### src/rtl/cache_refill_arbiter.sv
// Refill arbiter: serves one I$/D$ line miss at a time, writing back a dirty data
// victim (4 words) before fetching the missing 4-word line from memory.
module cache_refill_arbiter (
  input  logic        clk,
  input  logic        reset_n,
  input  logic        inst_miss,
  input  logic [31:0] inst_miss_addr,
  input  logic        data_miss,
  input  logic [31:0] data_miss_addr,
  input  logic        data_victim_dirty,
  input  logic [21:0] data_victim_tag,
  input  logic [31:0] data_rd_data,
  input  logic        mem_ready,
  input  logic [31:0] mem_rdata,
  output logic        inst_stall,
  output logic        data_stall,
  output logic        inst_fill_we,
  output logic        data_fill_we,
  output logic [31:0] fill_addr,
  output logic [31:0] fill_data,
  output logic [31:0] data_rd_addr,
  output logic        mem_req,
  output logic        mem_we,
  output logic [31:0] mem_addr,
  output logic [31:0] mem_wdata
);

  typedef enum logic [1:0] {
    IDLE = 2'b00,
    WB   = 2'b01,
    FILL = 2'b10,
    DONE = 2'b11
  } state_t;

  state_t      r_state, w_state_nxt;
  logic [1:0]  r_cnt, w_cnt_nxt;
  logic        r_owner, w_owner_nxt;   // 1'b1 = data side owns the refill
  logic [27:0] r_base, w_base_nxt;
  logic [21:0] r_vtag, w_vtag_nxt;
  logic [31:0] w_wb_addr;
  logic [31:0] w_fill_addr;

  assign w_wb_addr   = {r_vtag, r_base[5:0], r_cnt, 2'b00};
  assign w_fill_addr = {r_base, r_cnt, 2'b00};

  // State register and latched refill context
  always_ff @(posedge clk or negedge reset_n) begin
    if (!reset_n) begin
      r_state <= IDLE;
      r_cnt   <= 2'd0;
      r_owner <= 1'b0;
      r_base  <= 28'd0;
      r_vtag  <= 22'd0;
    end else begin
      r_state <= w_state_nxt;
      r_cnt   <= w_cnt_nxt;
      r_owner <= w_owner_nxt;
      r_base  <= w_base_nxt;
      r_vtag  <= w_vtag_nxt;
    end
  end

  // Grant, beat sequencing and output decode
  always_comb begin
    w_state_nxt  = r_state;
    w_cnt_nxt    = r_cnt;
    w_owner_nxt  = r_owner;
    w_base_nxt   = r_base;
    w_vtag_nxt   = r_vtag;
    inst_stall   = (r_state != IDLE) && !r_owner;
    data_stall   = (r_state != IDLE) && r_owner;
    inst_fill_we = 1'b0;
    data_fill_we = 1'b0;
    fill_addr    = 32'd0;
    fill_data    = 32'd0;
    data_rd_addr = 32'd0;
    mem_req      = 1'b0;
    mem_we       = 1'b0;
    mem_addr     = 32'd0;
    mem_wdata    = 32'd0;
    case (r_state)
      IDLE: begin
        // Gating on reset_n keeps the stalls low while reset is held with a miss pending.
        if (!reset_n) begin
          w_state_nxt = IDLE;
        end else if (data_miss) begin
          w_owner_nxt = 1'b1;
          w_base_nxt  = data_miss_addr[31:4];
          w_vtag_nxt  = data_victim_tag;
          w_cnt_nxt   = 2'd0;
          data_stall  = 1'b1;
          w_state_nxt = data_victim_dirty ? WB : FILL;
        end else if (inst_miss) begin
          w_owner_nxt = 1'b0;
          w_base_nxt  = inst_miss_addr[31:4];
          w_cnt_nxt   = 2'd0;
          inst_stall  = 1'b1;
          w_state_nxt = FILL;
        end else begin
          w_state_nxt = IDLE;
        end
      end
      WB: begin
        data_rd_addr = w_wb_addr;
        mem_req      = 1'b1;
        mem_we       = 1'b1;
        mem_addr     = w_wb_addr;
        mem_wdata    = data_rd_data;
        if (mem_ready) begin
          w_cnt_nxt   = r_cnt + 2'd1;
          w_state_nxt = (r_cnt == 2'd3) ? FILL : WB;
        end else begin
          w_state_nxt = WB;
        end
      end
      FILL: begin
        mem_req  = 1'b1;
        mem_addr = w_fill_addr;
        if (mem_ready) begin
          inst_fill_we = !r_owner;
          data_fill_we = r_owner;
          fill_addr    = w_fill_addr;
          fill_data    = mem_rdata;
          w_cnt_nxt    = r_cnt + 2'd1;
          w_state_nxt  = (r_cnt == 2'd3) ? DONE : FILL;
        end else begin
          w_state_nxt = FILL;
        end
      end
      DONE: begin
        w_state_nxt = IDLE;
      end
      default: begin
        w_state_nxt = IDLE;
      end
    endcase
  end

endmodule

### config.mk
export PLATFORM = sky130hd
export DESIGN_NAME = cache_refill_arbiter
export DESIGN_NICKNAME = d
export VERILOG_FILES = /design/src/rtl/cache_refill_arbiter.sv
export SDC_FILE = /design/constraint.sdc
export NUM_CORES = 1
export LEC_CHECK = 0
export CAP_MARGIN = 10
export CORE_AREA = 2 2 125 127
export DETAILED_ROUTE_END_ITERATION = 8
export DIE_AREA = 0 0 127 129
export DONT_BUFFER_PORTS = 1
export SYNTH_ARGS = -nofsm -noshare
export SYNTH_HDL_FRONTEND = slang
export SYNTH_SLANG_ARGS = --single-unit
export TNS_END_PERCENT = 100
### constraint.sdc
create_clock -name clk -period 1.4 [get_ports clk]
set_input_delay 0.14 -clock clk [delete_from_list [all_inputs] [get_ports clk]]
set_output_delay 0.14 -clock clk [all_outputs]
set_load 0.01 [all_outputs]
Yosys cells after proc, flatten, opt, wreduce, memory -nomap -nowiden:

Index checks and enable logic that the tools add are counted.

* input bits: 156
* output and inout port bits: 166
* latch bits: 0
* word-level logic and storage cells: 62
* memories kept: 0
* flip-flop bits (word level): 55
* bits in writable memories: 0
* memory bits (read-only): 0

* reductions and logical operators: 11
* multiply operators: 0
* div/mod/pow operators: 0
* mux-type cells: 38
* shifts and indexed selects: 0
* $lt $le $gt $ge: 0
* $add $sub $neg: 1
* equality and inequality tests: 7
* bitwise logic cells: 0

Operators by type and width (number)
* $mux 32: 6
* $pmux 32 s2: 1
* $mux 28: 2
* $mux 2: 10
* $mux 1: 17
* $pmux 2 s4: 1
* $eq 2x2->1 const B: 3
* $reduce_and 3->1: 2
* $reduce_bool 2->1: 3
* $pmux 2 s2: 1
* $reduce_and 4->1: 1
* $ne 3x3->1 const B: 1
* $add 2x1->2 const B: 1
* $eq 2x1->1 const B: 1
* $logic_and 1x1->1: 2
* $logic_not 2->1: 1
* $ne 2x1->1 const B: 1
* $ne 2x2->1 const B: 1
* $reduce_or 2->1: 1
* $logic_not 1->1: 1

Depth between registers and ports, before layout:

* depth after elaboration: 6
* gate-level depth with buffers: 7
* mapped depth without buffers: 5

Least setup slack after synthesis:

No wires, ideal clock.

* kind: reg-to-output
* start point: register r_state[1]
* end point: output mem_addr[15]
* setup slack: -232 ps
* data arrival time: 1492 ps
* path buffers: 2
* cell stages (with the launch flop): 8
* data required time: 1260 ps
* cells stage by stage: dfrtp_1 inv_1 ha_1 clkbuf_1 buf_2 and2_1 a21oi_1 nor2b_1

* cells in the longest elaborated chain, start to end: 2
* elaborated cells on any way between the ends: 3
* those cells by class: eq/ne: 2; mux: 1

Ends and longest elaborated chain
* start: declaration: RTL line 35 `state_t r_state, w_state_nxt;`
* start signal: assignment: RTL line 55 `r_state <= w_state_nxt;`
* $eq 2x2->1 or $eq 2x1->1 (tied branches): RTL line 81 `case (r_state)`
* $pmux 32 s2 (*): RTL line 81
* end: declaration: RTL line 24 `output logic [31:0] mem_addr,`

Mark *: on every way between the ends. The rest lies on a longest branch, timed or not.

Worst setup path in the final report:

* start point: register r_state[1]
* end point: output mem_addr[23]

Same word-level chain as after synthesis.

==> flow_summary.yaml <==
logic_synthesis:
  yosysSeqAreaShare_pct: 36.3
  async_flop_share_pct: 100
  postSynthAreaPerCell_um2: 9.04
  synth_top_area_share_pct: 36.3
  synthCells: 419
  synth_area_leader_cell: "dfrtp_1"
  synth_ff_type: "dfrtp_1"
  synth_warnings: 0
  ys_seq_elements: 55
  synth_edf_count: 0
  synthDistinctLibCells: 26
  synthTopCellsByArea: "dfrtp_1 (36%), and2_1 (12%), and3_1 (11%)"
  syn_area_mm2: 0.00379
placed_design:
  dp_hpwl_um: 10000
  port_buffers: 0
  postPlaceCellArea_mm2: 0.00445
  routabilityCongestion: 0.832
  post-place-cells: 619
  place_ws_ns: -0.0951
sta:
  final_hold_viol_count: 55
  rsz0062_at_grt: "yes"
  setup_ws_ns: -0.362
  fin_crit_sh_pct: 126
  tns_ns: -51.24
  period_needed_ns: 1.76
  slew_viol_final: 0
  whs_ns: -0.483
  fmaxAchievable_mhz: 567
  finalSetupViolations: 211
  finClkSkew_ns: 0.00408
clock_tree:
  clkTransAtPathRegs_ns: 0.08
  cts_buffer_depth: 2
  ctsHoldBuffers: 22
  cts.sinks: 55
  clk_latency_ns: 0.31
  cts_tree: "built"
  h-tree-depth: 2
  root_buffer: "clkbuf_16"
  numCtsBuffers: 5
status:
  outcome: "finished, violations left"
  violations: "hold timing, setup timing"
hold_path:
  hold_path_class: "primary input to asynchronous set/reset pin"
critical_path:
  worstPathRequired_ns: 1.26
  arrival_ns: 1.62
  r2r_setup_slack_ns: -0.23
  worstReg2RegEnd: "r_cnt[1]$_DFFE_PN0P_"
  start_kind: "flop"
  critPathKind: "flop to output pin"
  rr_worst_depth: 7
  endpoint_kind: "output pin"
  crit_path_max_fanout: 7
  r2r_start: "r_state[0]$_DFF_PN0_"
grt:
  grt_pass1_wl_um: 22600
  grt_max_degree: 70
  overflow: 0
  antenna_found_initial: 0
  first_global_vias: 3609
  grt_usage_pct: 18.7
power_and_ir_drop:
  power.density_mw_per_mm2: 1370
  ir_drop_uv: 654
  power.leakage_nw: 3.02
drt:
  viasPerCell: 5.29
  first_iter_violations: 146
  avgRoutedWirePerCell_um: 24.5
  ant_nets: 0
  drc: 0
  drtPass1Iterations: 4
  via_count: 3737
  wirelength_um: 17300
die:
  die_h_um: 129
  fp.dieW_um: 127
  core_area_mm2: 0.0150
  io-pin-count: 322
  rows: 45
  die_area_mm2: 0.0164
  start_util_pct: 25.3
cells_and_area:
  regArea_mm2: 0.00138
  syn_to_final_growth_pct: 80.2
  nets: 678
  multiInputGateArea_mm2: 0.00319
  final_cells: 707
  drive_gt1_share_pct: 71.9
  fin_area_mm2: 0.00683
  num-fill-cells: 1332
  diodes: 0
run:
  cap_viol_max_count: 0
layer usage:
layer | vias to the layer above | share of wire (%) | GRT usage, %
met5 | - | 0 | 0
met4 | 0 | 1.8 | 5.24
met3 | 24 | 5.4 | 3.28
met2 | 195 | 52 | 33.2
met1 | 1892 | 41 | 23.6
li1 | 1626 | - | -
how the worst max path moves through the flow:
stage | start | depth (start not counted) | slack (ns) | endpoint
floorplan | r_state[0]$_DFF_PN0_ | 6 | -0.03 | r_vtag[10]$_DFFE_PN0P_
global placement | r_state[0]$_DFF_PN0_ | 4 | -0.03 | mem_addr[30]
detailed placement | r_state[0]$_DFF_PN0_ | 6 | -0.1 | r_base[0]$_DFFE_PN0P_
CTS | r_state[1]$_DFF_PN0_ | 6 | -0.36 | mem_addr[4]
global route | r_state[1]$_DFF_PN0_ | 7 | -0.42 | mem_addr[23]
finish | r_state[1]$_DFF_PN0_ | 7 | -0.36 | mem_addr[23]
registers in the layout, summed over array words and instances, names as in the netlist:
register,cells
r_base,28
r_state,2
r_vtag,22
r_cnt,2
r_owner,1
worst max-delay path, cell delays in order, from the launching register on:
cell and delay (ns):
dfrtp_1 0.40, inv_2 0.11, ha_4 0.18, buf_12 0.13, buf_12 0.12, and2_4 0.15
a21oi_2 0.04, nor2b_2 0.19
what timing repair did:
action,CTS,global route
gates resized for setup,233,114
endpoints found under the hold margin,77,55
pin swaps,66,23
buffers inserted,23,19
gates cloned,17,7
setup endpoints to repair,204,214
report_power, final:
part           switching (mW)  internal (mW)
registers               0.637           2.14
clock network           0.664          0.857
logic                    2.09           2.93
cell families after synthesis:
logic type / after synthesis / synth area share, %
and+or+nand+nor: 198 / 30.9
adders and majority gates: 4 / 1.32
other: 1 / 0.0990
buffers and inverters: 49 / 6.54
AOI/OAI and AO/OA: 61 / 8.82
muxes: 51 / 16.0
DFF: 55 / 36.3
cells in the final DEF (no fill, tap or decap), types with 7 or more instances in the layout:
cell,Yosys,routed
a21oi_2,0,17
nand2_1,31,7
buf_16,0,9
and3_4,0,65
mux2_4,18,19
clkbuf_16,0,12
o21ai_2,0,16
dlygate4sd3_1,0,22
dfrtp_1,55,55
buf_12,0,19
mux2i_1,29,29
and2_4,0,70
o21ai_1,0,14
buf_6,3,53
nor2b_2,0,16
buf_4,8,16
nand2_4,0,13
nand2_2,0,11
layout make-up:
| type | count | area share [%] |
|---|---|---|
| multi-input combinational | 321 | 46.8 |
| tap | 188 | 3.45 |
| timing repair buffer | 132 | 26.9 |
| clock inverter | 3 | 0.696 |
| clock buffer | 5 | 1.83 |
| sequential | 55 | 20.2 |
| inverter | 3 | 0.165 |
Yosys cell counts (2+ instances only):
master    number
nand3_1        4
nand2_1       31
inv_1          3
clkbuf_1      26
a21oi_1       23
dfrtp_1       55
nor2b_1       23
buf_4          8
mux2i_1       29
and2_1        71
ha_1           4
a211o_1        2
buf_6          3
mux2_4        18
mux2_2         4
and3_1        66
buf_2          9
o21ai_0       32
metrics by stage:
step | util [%] | power (mW)
finish | 45.6 | 9.32
floorplan | - | 4.44
detailed placement | 29.7 | 5.31
CTS | 42.2 | 8.59
global placement | 29.7 | 5.22
global route | 45.6 | 9.76
(Power assumes the default switching activity.)
